### src/rtl/product_display_if.sv
// rtl/product_display_if.sv - product/scroll inputs and seven-segment outputs of product_display
interface product_display_if #(
    parameter int DATA_W = 16
);
    logic [DATA_W-1:0] product;
    logic              product_valid;
    logic              scroll_left;
    logic              scroll_right;
    logic              busy;
    logic [6:0]        seg;
    logic [3:0]        an;

    modport master (
        output product, product_valid, scroll_left, scroll_right,
        input  busy, seg, an
    );

    modport slave (
        input  product, product_valid, scroll_left, scroll_right,
        output busy, seg, an
    );
endinterface

### src/rtl/product_display.sv
// rtl/product_display.sv - signed product to 5-digit BCD (double-dabble) with scrollable 4-digit display
// Optional: LEADING_ZERO_BLANK_EN blanks leading zeros in the window (units digit always shown).
module product_display #(
    parameter int DATA_W      = 16,
    parameter int REFRESH_DIV = 100000
) (
    input  logic               clk,
    input  logic               rst_n,
    product_display_if.slave   bus
);
    localparam int BCD_W = 20;
    localparam int CNT_W = (REFRESH_DIV > 1) ? $clog2(REFRESH_DIV) : 1;
    localparam int ITR_W = (DATA_W > 1) ? $clog2(DATA_W) : 1;
    localparam logic [CNT_W-1:0] CNT_MAX = CNT_W'(REFRESH_DIV - 1);
    localparam logic [ITR_W-1:0] ITR_MAX = ITR_W'(DATA_W - 1);
    localparam logic [6:0] SEG_BLANK = 7'b1111111;
    localparam logic [6:0] SEG_MINUS = 7'b0111111;

    typedef enum logic [1:0] {IDLE, CONV, SHOW} state_t;
    state_t state, state_next;

    logic [ITR_W-1:0]  iter;
    logic [DATA_W-1:0] mag_r;
    logic [BCD_W-1:0]  bcd_r;
    logic              sign_r;
    logic [BCD_W-1:0]  disp_bcd;
    logic              disp_sign;
    logic [1:0]        offset;
    logic [CNT_W-1:0]  refresh_cnt;
    logic [1:0]        sel;

    logic [DATA_W-1:0]       mag_in;
    logic                    sign_in;
    logic [BCD_W-1:0]        bcd_adj;
    logic [BCD_W+DATA_W-1:0] shifted;
    logic                    last_iter;

    assign mag_in  = bus.product[DATA_W-1] ? (~bus.product + DATA_W'(1)) : bus.product;
    assign sign_in = bus.product[DATA_W-1] & (bus.product != '0);
    assign last_iter = (state == CONV) && (iter == ITR_MAX) && !bus.product_valid;

    always_comb begin
        bcd_adj = bcd_r;
        for (int i = 0; i < 5; i++) begin
            if (bcd_r[4*i +: 4] >= 4'd5)
                bcd_adj[4*i +: 4] = bcd_r[4*i +: 4] + 4'd3;
        end
        shifted = {bcd_adj, mag_r} << 1;
    end

    // State register
    always_ff @(posedge clk or negedge rst_n) begin
        if (!rst_n) state <= IDLE;
        else        state <= state_next;
    end

    // Next-state logic
    always_comb begin
        state_next = state;
        case (state)
            IDLE: if (bus.product_valid) state_next = CONV;
            CONV: begin
                if (bus.product_valid)  state_next = CONV;
                else if (iter == ITR_MAX) state_next = SHOW;
            end
            SHOW: if (bus.product_valid) state_next = CONV;
            default: state_next = IDLE;
        endcase
    end

    // Output logic
    always_comb begin
        bus.busy = (state == CONV);
    end

    // Conversion datapath; the display copy only moves on the final iteration
    always_ff @(posedge clk or negedge rst_n) begin
        if (!rst_n) begin
            iter      <= '0;
            mag_r     <= '0;
            bcd_r     <= '0;
            sign_r    <= 1'b0;
            disp_bcd  <= '0;
            disp_sign <= 1'b0;
        end else if (bus.product_valid) begin
            iter   <= '0;
            mag_r  <= mag_in;
            bcd_r  <= '0;
            sign_r <= sign_in;
        end else if (state == CONV) begin
            iter  <= iter + 1'b1;
            mag_r <= shifted[DATA_W-1:0];
            bcd_r <= shifted[BCD_W+DATA_W-1:DATA_W];
            if (last_iter) begin
                disp_bcd  <= shifted[BCD_W+DATA_W-1:DATA_W];
                disp_sign <= sign_r;
            end
        end
    end

    always_ff @(posedge clk or negedge rst_n) begin
        if (!rst_n) begin
            offset <= 2'd0;
        end else if (bus.product_valid) begin
            offset <= 2'd0;
        end else if (bus.scroll_left && !bus.scroll_right) begin
            if (offset != 2'd2) offset <= offset + 2'd1;
        end else if (bus.scroll_right && !bus.scroll_left) begin
            if (offset != 2'd0) offset <= offset - 2'd1;
        end
    end

    always_ff @(posedge clk or negedge rst_n) begin
        if (!rst_n) begin
            refresh_cnt <= '0;
            sel         <= 2'd0;
        end else if (refresh_cnt == CNT_MAX) begin
            refresh_cnt <= '0;
            sel         <= sel + 2'd1;
        end else begin
            refresh_cnt <= refresh_cnt + 1'b1;
        end
    end

    function automatic logic [6:0] seg_code(input logic [3:0] d);
        case (d)
            4'd0:    seg_code = 7'b1000000;
            4'd1:    seg_code = 7'b1111001;
            4'd2:    seg_code = 7'b0100100;
            4'd3:    seg_code = 7'b0110000;
            4'd4:    seg_code = 7'b0011001;
            4'd5:    seg_code = 7'b0010010;
            4'd6:    seg_code = 7'b0000010;
            4'd7:    seg_code = 7'b1111000;
            4'd8:    seg_code = 7'b0000000;
            4'd9:    seg_code = 7'b0010000;
            default: seg_code = SEG_BLANK;
        endcase
    endfunction

`ifdef LEADING_ZERO_BLANK_EN
    // lead_zero[k]: digits d4..dk are all zero
    logic [4:0] lead_zero;
    always_comb begin
        lead_zero    = '0;
        lead_zero[4] = (disp_bcd[19:16] == 4'd0);
        for (int i = 3; i >= 1; i--)
            lead_zero[i] = lead_zero[i+1] & (disp_bcd[4*i +: 4] == 4'd0);
    end
`endif

    logic [2:0] digit_idx;
    logic [3:0] digit;
    logic [6:0] seg_next;

    always_comb begin
        digit_idx = 3'(offset) + 3'(sel);
        digit     = disp_bcd[{digit_idx, 2'b00} +: 4];
        seg_next  = SEG_BLANK;
        if (sel == 2'd3) begin
            seg_next = disp_sign ? SEG_MINUS : SEG_BLANK;
        end else begin
            seg_next = seg_code(digit);
`ifdef LEADING_ZERO_BLANK_EN
            if (lead_zero[digit_idx]) seg_next = SEG_BLANK;
`endif
        end
    end

    // seg and an share one register stage so they switch on the same edge
    always_ff @(posedge clk or negedge rst_n) begin
        if (!rst_n) begin
            bus.an  <= 4'b1111;
            bus.seg <= SEG_BLANK;
        end else begin
            bus.an  <= ~(4'b0001 << sel);
            bus.seg <= seg_next;
        end
    end
endmodule
### src/flat_wrapper.sv
// flat-port wrapper written by rule: the top's interface ports become plain ports
module product_display_flat 
#(
    parameter int DATA_W      = 16,
    parameter int REFRESH_DIV = 100000
)
  (clk, rst_n, bus_product, bus_product_valid, bus_scroll_left, bus_scroll_right, bus_busy, bus_seg, bus_an);
  product_display_if #(.DATA_W(DATA_W)) bus_i ();
  input  logic clk;
  input  logic rst_n;
  input wire logic [$bits(bus_i.product)-1:0] bus_product;
  input wire logic [$bits(bus_i.product_valid)-1:0] bus_product_valid;
  input wire logic [$bits(bus_i.scroll_left)-1:0] bus_scroll_left;
  input wire logic [$bits(bus_i.scroll_right)-1:0] bus_scroll_right;
  output wire logic [$bits(bus_i.busy)-1:0] bus_busy;
  output wire logic [$bits(bus_i.seg)-1:0] bus_seg;
  output wire logic [$bits(bus_i.an)-1:0] bus_an;
  assign bus_i.product = bus_product;
  assign bus_i.product_valid = bus_product_valid;
  assign bus_i.scroll_left = bus_scroll_left;
  assign bus_i.scroll_right = bus_scroll_right;
  assign bus_busy = bus_i.busy;
  assign bus_seg = bus_i.seg;
  assign bus_an = bus_i.an;
  product_display #(.DATA_W(DATA_W), .REFRESH_DIV(REFRESH_DIV)) u_core (.clk(clk), .rst_n(rst_n), .bus(bus_i));
endmodule
### config.mk
export PLATFORM = sky130hd
export DESIGN_NAME = product_display_flat
export DESIGN_NICKNAME = d
export VERILOG_FILES = /design/src/rtl/product_display_if.sv /design/src/rtl/product_display.sv /design/src/flat_wrapper.sv
export SDC_FILE = /design/constraint.sdc
export NUM_CORES = 1
export LEC_CHECK = 0
export CORE_MARGIN = 2
export CORE_UTILIZATION = 45
export CTS_CLUSTER_DIAMETER = 80
export DETAILED_ROUTE_END_ITERATION = 12
export GPL_ROUTABILITY_DRIVEN = 0
export PLACE_DENSITY = 0.71
export SETUP_SLACK_MARGIN = 0.1
export SLEW_MARGIN = 30
export SYNTH_ARGS = -nofsm -noshare
export SYNTH_HDL_FRONTEND = slang
export SYNTH_SLANG_ARGS = --single-unit
### constraint.sdc
create_clock -name clk -period 5.98 [get_ports clk]
set_clock_uncertainty 0.15 [all_clocks]
set_input_delay 0.897 -clock clk [delete_from_list [all_inputs] [get_ports clk]]
set_output_delay 0.897 -clock clk [all_outputs]
set_load 0.005 [all_outputs]
Word-level counts from Yosys, hierarchy flattened
Memories as Yosys holds them, arrays and structs flattened. Index checks and enable logic that the tools add are counted.

Register bits: 96. Memory bits (read-only): 112. Output and inout bits: 12. Logic and storage cells: 86. Memories kept: 1.

Memory list: (name not given) (words 16, width 7, read ports 1, clocked after memory_dff 0, wr ports 0, line product_display.sv:126) `case (d)`.

Add/subtract/negate cells: 12. Order comparisons: 5. Eq/ne operators: 9. Shifts and indexed selects: 2. Multiplexer cells: 24. Bitwise operators: 4. Reduce and logical (&&, ||, !) cells: 17.

Operator list (count): $mux 16 (3); $mux 20 (2); $mux 4 (6); $ge 4x3->1 const B (5); $shiftx 20x6->4 (1); $add 17x1->17 const B (1); $eq 17x17->1 const B (1); $mux 17 (1); $add 16x1->16 const B (1); $add 4x2->4 const B (4); $mux 2 (8); $not 16->16 (1); $reduce_bool 16->1 (1); $mux 7 (2); $reduce_and 3->1 (2); $reduce_bool 3->1 (2); $add 2x1->2 const B (2); $add 4x1->4 const B (1); $eq 2x2->1 const B (2); $eq 4x4->1 const B (1); $logic_and 1x1->1 (4); $not 4->4 (1); $pmux 2 s2 (1); $reduce_bool 2->1 (2); 16 further kinds (18).

Depth between registers and ports, before layout
Gate-level depths: netlist of the first run.

Word-level depth: 5. Gate-level depth with buffers: 10. Gate-level depth less buffers: 10.

Worst setup path after synthesis of the first run
Ideal clock, no wire load.

Kind: register to register. Start point: register u_core.offset[0]. End point: register u_core.bus.seg[6]. Setup time: 0.077 ns. Arrival time: 2.301 ns. Required time: 5.753 ns. Path slack: 3.452 ns. Stages on the path, launching flop included: 11. Path buffers: 0. Cells stage by stage: dfrtp_1 > ha_1 > fa_1 > or2_2 > o22ai_1 > a31oi_2 > inv_2 > ha_1 > nor2_1 > a32o_1 > a31oi_1.

Cells in the longest elaborated chain, start to end: 4.

RTL lines: from (decl) (line product_display.sv:28) `logic [1:0] offset;`; from (signal assigned) (line product_display.sv:107) `if (offset != 2'd2) offset <= offset + 2'd1;`; from (signal assigned) (line product_display.sv:109) `if (offset != 2'd0) offset <= offset - 2'd1;`; $add 2x2->3 (line product_display.sv:157) `digit_idx = 3'(offset) + 3'(sel);`; $shiftx 20x6->4 (line product_display.sv:158) `digit = disp_bcd[{digit_idx, 2'b00} +: 4];`; $mem_v2 16x7; $mux 7 (line product_display.sv:160) `if (sel == 2'd3) begin`; named net u_core.seg_next[6] (line product_display.sv:154) `logic [6:0] seg_next;`; to (signal assigned) (line product_display.sv:177) `bus.seg <= seg_next;`; to (decl) (line product_display_if.sv:20) `output busy, seg, an`.

The timed path passes the listed nets, and every way through them passes these cells. A chain may end at the register's enable or synchronous reset.

Worst setup path after layout of the first run
Start point: register u_core.state[1]. End point: output bus_busy.

Cells in the longest elaborated chain, start to end: 1.

RTL lines: from (decl) (line product_display.sv:20) `state_t state, state_next;`; from (signal assigned) (line product_display.sv:54) `else state <= state_next;`; $eq 2x1->1 (line product_display.sv:73) `bus.busy = (state == CONV);`; to (decl) (line flat_wrapper.sv:15) `output wire logic [$bits(bus_i.busy)-1:0] bus_busy;`.

No other way between the ends.

==> flow_summary.json, run 1 <==
{
  "post_cts_resized": 0,
  "crit_type": "flop to output port",
  "synth_fp_nets": 554,
  "synth-edff-count": 0,
  "relSlewSlack_pct": 44.1,
  "cts.path.max_buffers": 2,
  "rsz0062_at_grt": "false",
  "vdd_drop_max_mv": 0.112,
  "grt_max_degree": 63,
  "postRouteAntennaNets": 0,
  "clkTransAtPathRegs_ps": 90,
  "finalCritPeriodShare_pct": 54.6,
  "drtIter0Drc": 136,
  "initial_core_util_pct": 46.2,
  "cts_hold_buffers": 0,
  "tritoncts": "built",
  "antenna_found_initial": 0,
  "avgSynthCellArea_um2": 9.81,
  "route.detailed.drc": 0,
  "drtPass1Iterations": 4,
  "fillers": 988,
  "ioPinCount": 33,
  "fin_ws_ps": 2710,
  "cpPeakStageDelay_ps": 650,
  "nets": 578,
  "clock_latency_ps": 370,
  "ys_async_sr_fraction_pct": 100,
  "slew_violations": 0,
  "synth_seq_cells": 96,
  "viasPerCell": 5.44,
  "num_rows": 38,
  "power_density_nw_per_um2": 233,
  "syn2layout_area_growth_pct": 12.5,
  "fp.dieH_um": 110,
  "tightest_slew_ps": 837,
  "core_um2": 10900,
  "ctsHtreeMaxLevel": 3,
  "grt_pass1_wl_um": 16800,
  "synth_sequential_area_ratio_pct": 48.0,
  "vias": 3707,
  "yosysTopAreaCellShare_pct": 42.3,
  "start_kind": "flop",
  "synth_cell_types": 56,
  "cts.sinks": 96,
  "r2r_slack_ps": 3140,
  "status": "complete, no violations",
  "critPathRequiredTime_ps": 4930,
  "ys_warn_count": 0,
  "synth_top_area_cell": "dfrtp_1",
  "die_area_um2": 12000,
  "path_cells": "nand2b_1 -> inv_2 -> clkdlybuf4s50_1",
  "numCtsBuffers": 9,
  "root_buffer": "clkbuf_8",
  "syn_inst": 513,
  "hp-class": "flop to flop",
  "grt_pass1_vias": 3736,
  "synthTopCellsByCount": "dfrtp_1 (85), nand2_1 (52), o21ai_0 (46)",
  "setup_tns_ps": 0,
  "netlist_area_um2": 5030,
  "critPathMaxFanout": 44,
  "hold_viol_final": 0,
  "dieWidth_um": 110,
  "dp_hpwl_um": 6700,
  "yosysMostFrequentCell": "dfrtp_1",
  "end_kind": "output port",
  "drive_above_1_share_pct": 9.23,
  "layout_min_cycle_time_ps": 3270,
  "cts_setup_buffers": 0,
  "cap_violations": 0,
  "routed_wl_um": 9590,
  "port_buffers": 32,
  "report.final.setup_viol": 0,
  "max_freq_mhz": 306,
  "overflow": 0,
  "antenna_cells": 0,
  "place_ws_ps": 3100,
  "wl_per_cell_um": 14.1,
  "p_leak_nw": 2.45,
  "cp_slowest_cell": "clkdlybuf4s50_1",
  "ys.flop_type": "dfrtp_1",
  "synthTopCellsByArea": "dfrtp_1 (42%), dfstp_2 (5.7%), ha_1 (4.7%)",
  "arrival_ps": 2220,
  "grt_usage_pct": 17.8
}
==> cells in the final DEF (no fill, tap or decap), types with 13 or more instances in the layout <==
cell type,n
a211oi_1,16
a21oi_1,38
clkdlybuf4s50_1,30
dfrtp_1,85
ha_1,19
inv_1,20
mux2i_1,17
nand2_1,52
nand3_1,13
nor2_1,37
o21ai_0,46
xnor2_1,23
xor2_1,15
==> per-layer routing <==
layer	wire length [µm]	part of all wire, %	global-route usage, %	vias up
met1	4380	46	21.5	1811
met2	4700	49	31.3	50
met3	292	3.0	3.20	17
li1	-	-	-	1829
met4	212	2.2	7.32	0
met5	0	0	0	-
==> stage by stage <==
stage / util [%] / instance area (µm²) / cells / power (mW) / hold WS (ps)
final: 52.0 / 5660 / 682 / 1.32 / 304
after global routing: 52.0 / 5660 / 682 / 1.38 / 344
after CTS: 52.0 / 5660 / 682 / 1.33 / 308
after detailed placement: 50.0 / 5440 / 666 / 0.868 / 302
after global placement: 50.0 / 5440 / 666 / 0.861 / 301
after floorplan: - / 5030 / 513 / 0.800 / 282
==> kinds of logic (layout without fill, tap and decap cells) <==
| group | Yosys count | in the layout | share of synthesized area (%) |
|---|---|---|---|
| AO/OA/AOI/OAI | 127 | 127 | 15.5 |
| XOR/XNOR | 38 | 38 | 6.61 |
| adder cells (fa/ha/maj) | 20 | 20 | 5.12 |
| buffers and inverters | 44 | 73 | 3.63 |
| flip-flops | 96 | 96 | 48.0 |
| multiplexers | 24 | 24 | 5.02 |
| AND/OR/NAND/NOR | 164 | 164 | 16.1 |
==> layout make-up <==
| type | instances | area, µm² | share of cell area [%] |
|---|---|---|---|
| multi-input cells | 373 | 2430 | 43.0 |
| inverters | 22 | 82.6 | 1.46 |
| well taps | 140 | 175 | 3.09 |
| clock inverters | 7 | 95.1 | 1.68 |
| repair buffers | 35 | 335 | 5.92 |
| clock buffers | 9 | 124 | 2.19 |
| flip-flops and latches | 96 | 2420 | 42.7 |
==> state kept, by name, summed over array words and instances, names as in the netlist <==
| register | count |
|---|---|
| u_core.iter | 4 |
| u_core.mag_r | 16 |
| u_core.bus.seg | 7 |
| u_core.sign_r | 1 |
| u_core.bcd_r | 20 |
| u_core.offset | 2 |
| u_core.state | 2 |
| u_core.disp_bcd | 20 |
| u_core.refresh_cnt | 17 |
| u_core.disp_sign | 1 |
| u_core.sel | 2 |
| u_core.bus.an | 4 |
==> worst max-delay path: cells and delay by family, from the launching register on <==
family | cells | cell delay, ps
buffers and inverters | 2 | 1270
and+or+nand+nor | 1 | 170
DFF | 1 | 390
==> worst paths after layout <==
| path | start | cells past startpoint | endpoint |
|---|---|---|---|
| setup / recovery | u_core.state[1] | 3 | bus_busy |
| hold / removal | u_core.state[1] | 1 | u_core.state[0] |
| setup reg to reg | u_core.sel[0] | 9 | u_core.bus.seg[6] |
| hold reg to reg | u_core.state[1] | 1 | u_core.state[0] |
| max in group asynchronous | rst_n | 2 | u_core.mag_r[2] |
| min in group asynchronous | rst_n | 1 | u_core.refresh_cnt[14] |
==> power breakdown <==
part           switching (mW)  internal, mW
clock network           0.233         0.236
registers              0.0183         0.687
logic                  0.0764        0.0712
No activity file was read; power rests on OpenSTA's default activity.
==> run 2, diff against run 1 <==
--- a/config.mk
+++ b/config.mk
@@ -10,7 +10,7 @@
 export CTS_CLUSTER_DIAMETER = 80
 export DETAILED_ROUTE_END_ITERATION = 12
 export GPL_ROUTABILITY_DRIVEN = 0
-export PLACE_DENSITY = 0.71
+export PLACE_DENSITY = 0.74
 export SETUP_SLACK_MARGIN = 0.1
 export SLEW_MARGIN = 30
 export SYNTH_ARGS = -nofsm -noshare
==> constraint.sdc (replaced) <==
create_clock -name clk -period 2.75 [get_ports clk]
set_clock_uncertainty 0.15 [all_clocks]
set_input_delay 0.4125 -clock clk [delete_from_list [all_inputs] [get_ports clk]]
set_output_delay 0.4125 -clock clk [all_outputs]
set_load 0.005 [all_outputs]
==> run 2 against run 1 <==
Net effect:
- die area is the same
- cell area increased by 2.3%
- sequential share of layout area down 0.95 points
- largest cell class unchanged
- flip-flop and latch count is the same
- sequential power rose by 120%
- critical endpoint is now u_core.bus.seg[3]
- non-clock buffer count rose by 10
- register-to-register slack worse by 3000 ps
- wire length up 2.9%
- critical path depth increased by 6
- via count up 0.59%
- final cell count increased by 1.5%
- global-route usage hardly changed
==> flow_summary.json, run 2 (synthesized netlist as in run 1, its figures left out) <==
{
  "status": "complete, no violations",
  "cap_violations": 0,
  "mostFrequentLayoutCells": "dfrtp_1 (85), nand2_1 (52), o21ai_0 (46), a21oi_1 (38), nor2_1 (37)",
  "numCtsBuffers": 9,
  "cts.sinks": 96,
  "drtPass1Iterations": 4,
  "ioPinCount": 33,
  "rsz0062_at_grt": "false",
  "p_leak_nw": 2.50,
  "tritoncts": "built",
  "initial_core_util_pct": 46.2,
  "wl_per_cell_um": 14.3,
  "critPathRequiredTime_ps": 2900,
  "r2r_cells": 9,
  "fin_cells": 692,
  "final_common_cell": "dfrtp_1",
  "max_freq_mhz": 390,
  "postLayoutCoreUtil_pct": 53.2,
  "grt_pass1_wl_um": 16900,
  "drive_above_1_share_pct": 11.1,
  "tightest_slew_ps": 731,
  "postRouteAntennaNets": 0,
  "cts.path.max_buffers": 2,
  "critPathMaxFanout": 5,
  "hp-class": "flop to flop",
  "clkTransAtPathRegs_ps": 90,
  "grt_pass1_vias": 3655,
  "grt_usage_pct": 17.9,
  "dieWidth_um": 110,
  "crit_type": "flop to flop",
  "finalPower_mw": 2.81,
  "report.final.setup_viol": 0,
  "reg2reg_from": "u_core.sel[0]",
  "r2r_slack_ps": 190,
  "die_area_um2": 12000,
  "routed_wl_um": 9870,
  "core_um2": 10900,
  "nets": 588,
  "drtIter0Drc": 211,
  "r2r-end": "u_core.bus.seg[3]",
  "antenna_cells": 0,
  "viasPerCell": 5.39,
  "clock_latency_ps": 380,
  "start_kind": "flop",
  "port_buffers": 32,
  "power_density_nw_per_um2": 486,
  "overflow": 0,
  "slew_violations": 0,
  "syn2layout_area_growth_pct": 15.1,
  "relSlewSlack_pct": 51.3,
  "ctsHtreeMaxLevel": 3,
  "vdd_drop_max_mv": 0.216,
  "arrival_ps": 2710,
  "grt_max_degree": 62,
  "dp_hpwl_um": 6780,
  "num_rows": 38,
  "end_kind": "flop",
  "vias": 3729,
  "route.detailed.drc": 0,
  "cp-endpoint": "u_core.bus.seg[3]",
  "layout_min_cycle_time_ps": 2560,
  "root_buffer": "clkbuf_8",
  "crit_start": "u_core.sel[0]",
  "finalCritPeriodShare_pct": 93.2,
  "place_inst": 672,
  "antenna_found_initial": 0,
  "fp.dieH_um": 110,
  "setup_tns_ps": 0,
  "hold_viol_final": 0,
  "top_regs": "u_core.bcd_r x20, u_core.disp_bcd x20, u_core.refresh_cnt x17"
}
[run 2: power breakdown]
| part | internal (mW) | switching (mW) | total (mW) | leakage (nW) |
|---|---|---|---|---|
| logic | 0.169 | 0.171 | 0.340 | 1.20 |
| registers | 1.49 | 0.0402 | 1.53 | 1.20 |
| clock network | 0.426 | 0.514 | 0.940 | 0.0968 |
[run 2: how the worst min path moves through the flow]
stage / start / endpoint / slack, ps / depth (start not counted)
after floorplan: rst_n / u_core.bcd_r[0] / -30 / 0
after global placement: u_core.state[1] / u_core.state[0] / 300 / 1
after detailed placement: rst_n / u_core.refresh_cnt[12] / 320 / 1
after CTS: u_core.state[1] / u_core.state[0] / 340 / 1
after global routing: u_core.disp_bcd[3] / u_core.disp_bcd[3] / 360 / 2
final: u_core.disp_bcd[3] / u_core.disp_bcd[3] / 330 / 2
[run 2: cell type report]
cell class | count | area, µm²
sequential | 96 | 2420
timing repair buffer | 45 | 425
multi-input combinational | 373 | 2500
fill | 955 | 5100
clock buffer | 10 | 128
clock inverter | 6 | 68.8
tap | 140 | 175
inverter | 22 | 82.6
[run 2: through the flow]
step / hold slack [ps] / instance area, µm² / setup WS, ps
CTS: 345 / 5730 / 124
global route: 360 / 5790 / 79.9
detailed placement: 316 / 5500 / 29.5
floorplan: -33.1 / 5030 / 222
finish: 334 / 5790 / 186
global placement: 298 / 5500 / 126
[run 2: critical path: stages (launching register included)]
cell       delay, ps
dfrtp_1          390
ha_1             210
fa_2             620
or2_4            170
o22ai_4           70
a31oi_4          210
inv_2             60
ha_1             310
a21o_2           190
o2111ai_1         90
[run 2: timing repair]
action / CTS / global route
endpoints found under the hold margin: 43 / 0
buffers inserted: 2 / 1
resized for setup: 2 / 8
gates cloned: 0 / 0
setup endpoints to repair: 2 / 7
hold buffers: 1 / 0
[run 2: routing by layer]
metal	global-route usage [%]	part of all wire, %	up-vias
li1	-	-	1845
met1	23.1	46	1808
met2	30.4	49	60
met3	2.43	2.4	16
met4	6.87	2.0	0
met5	0	0	-
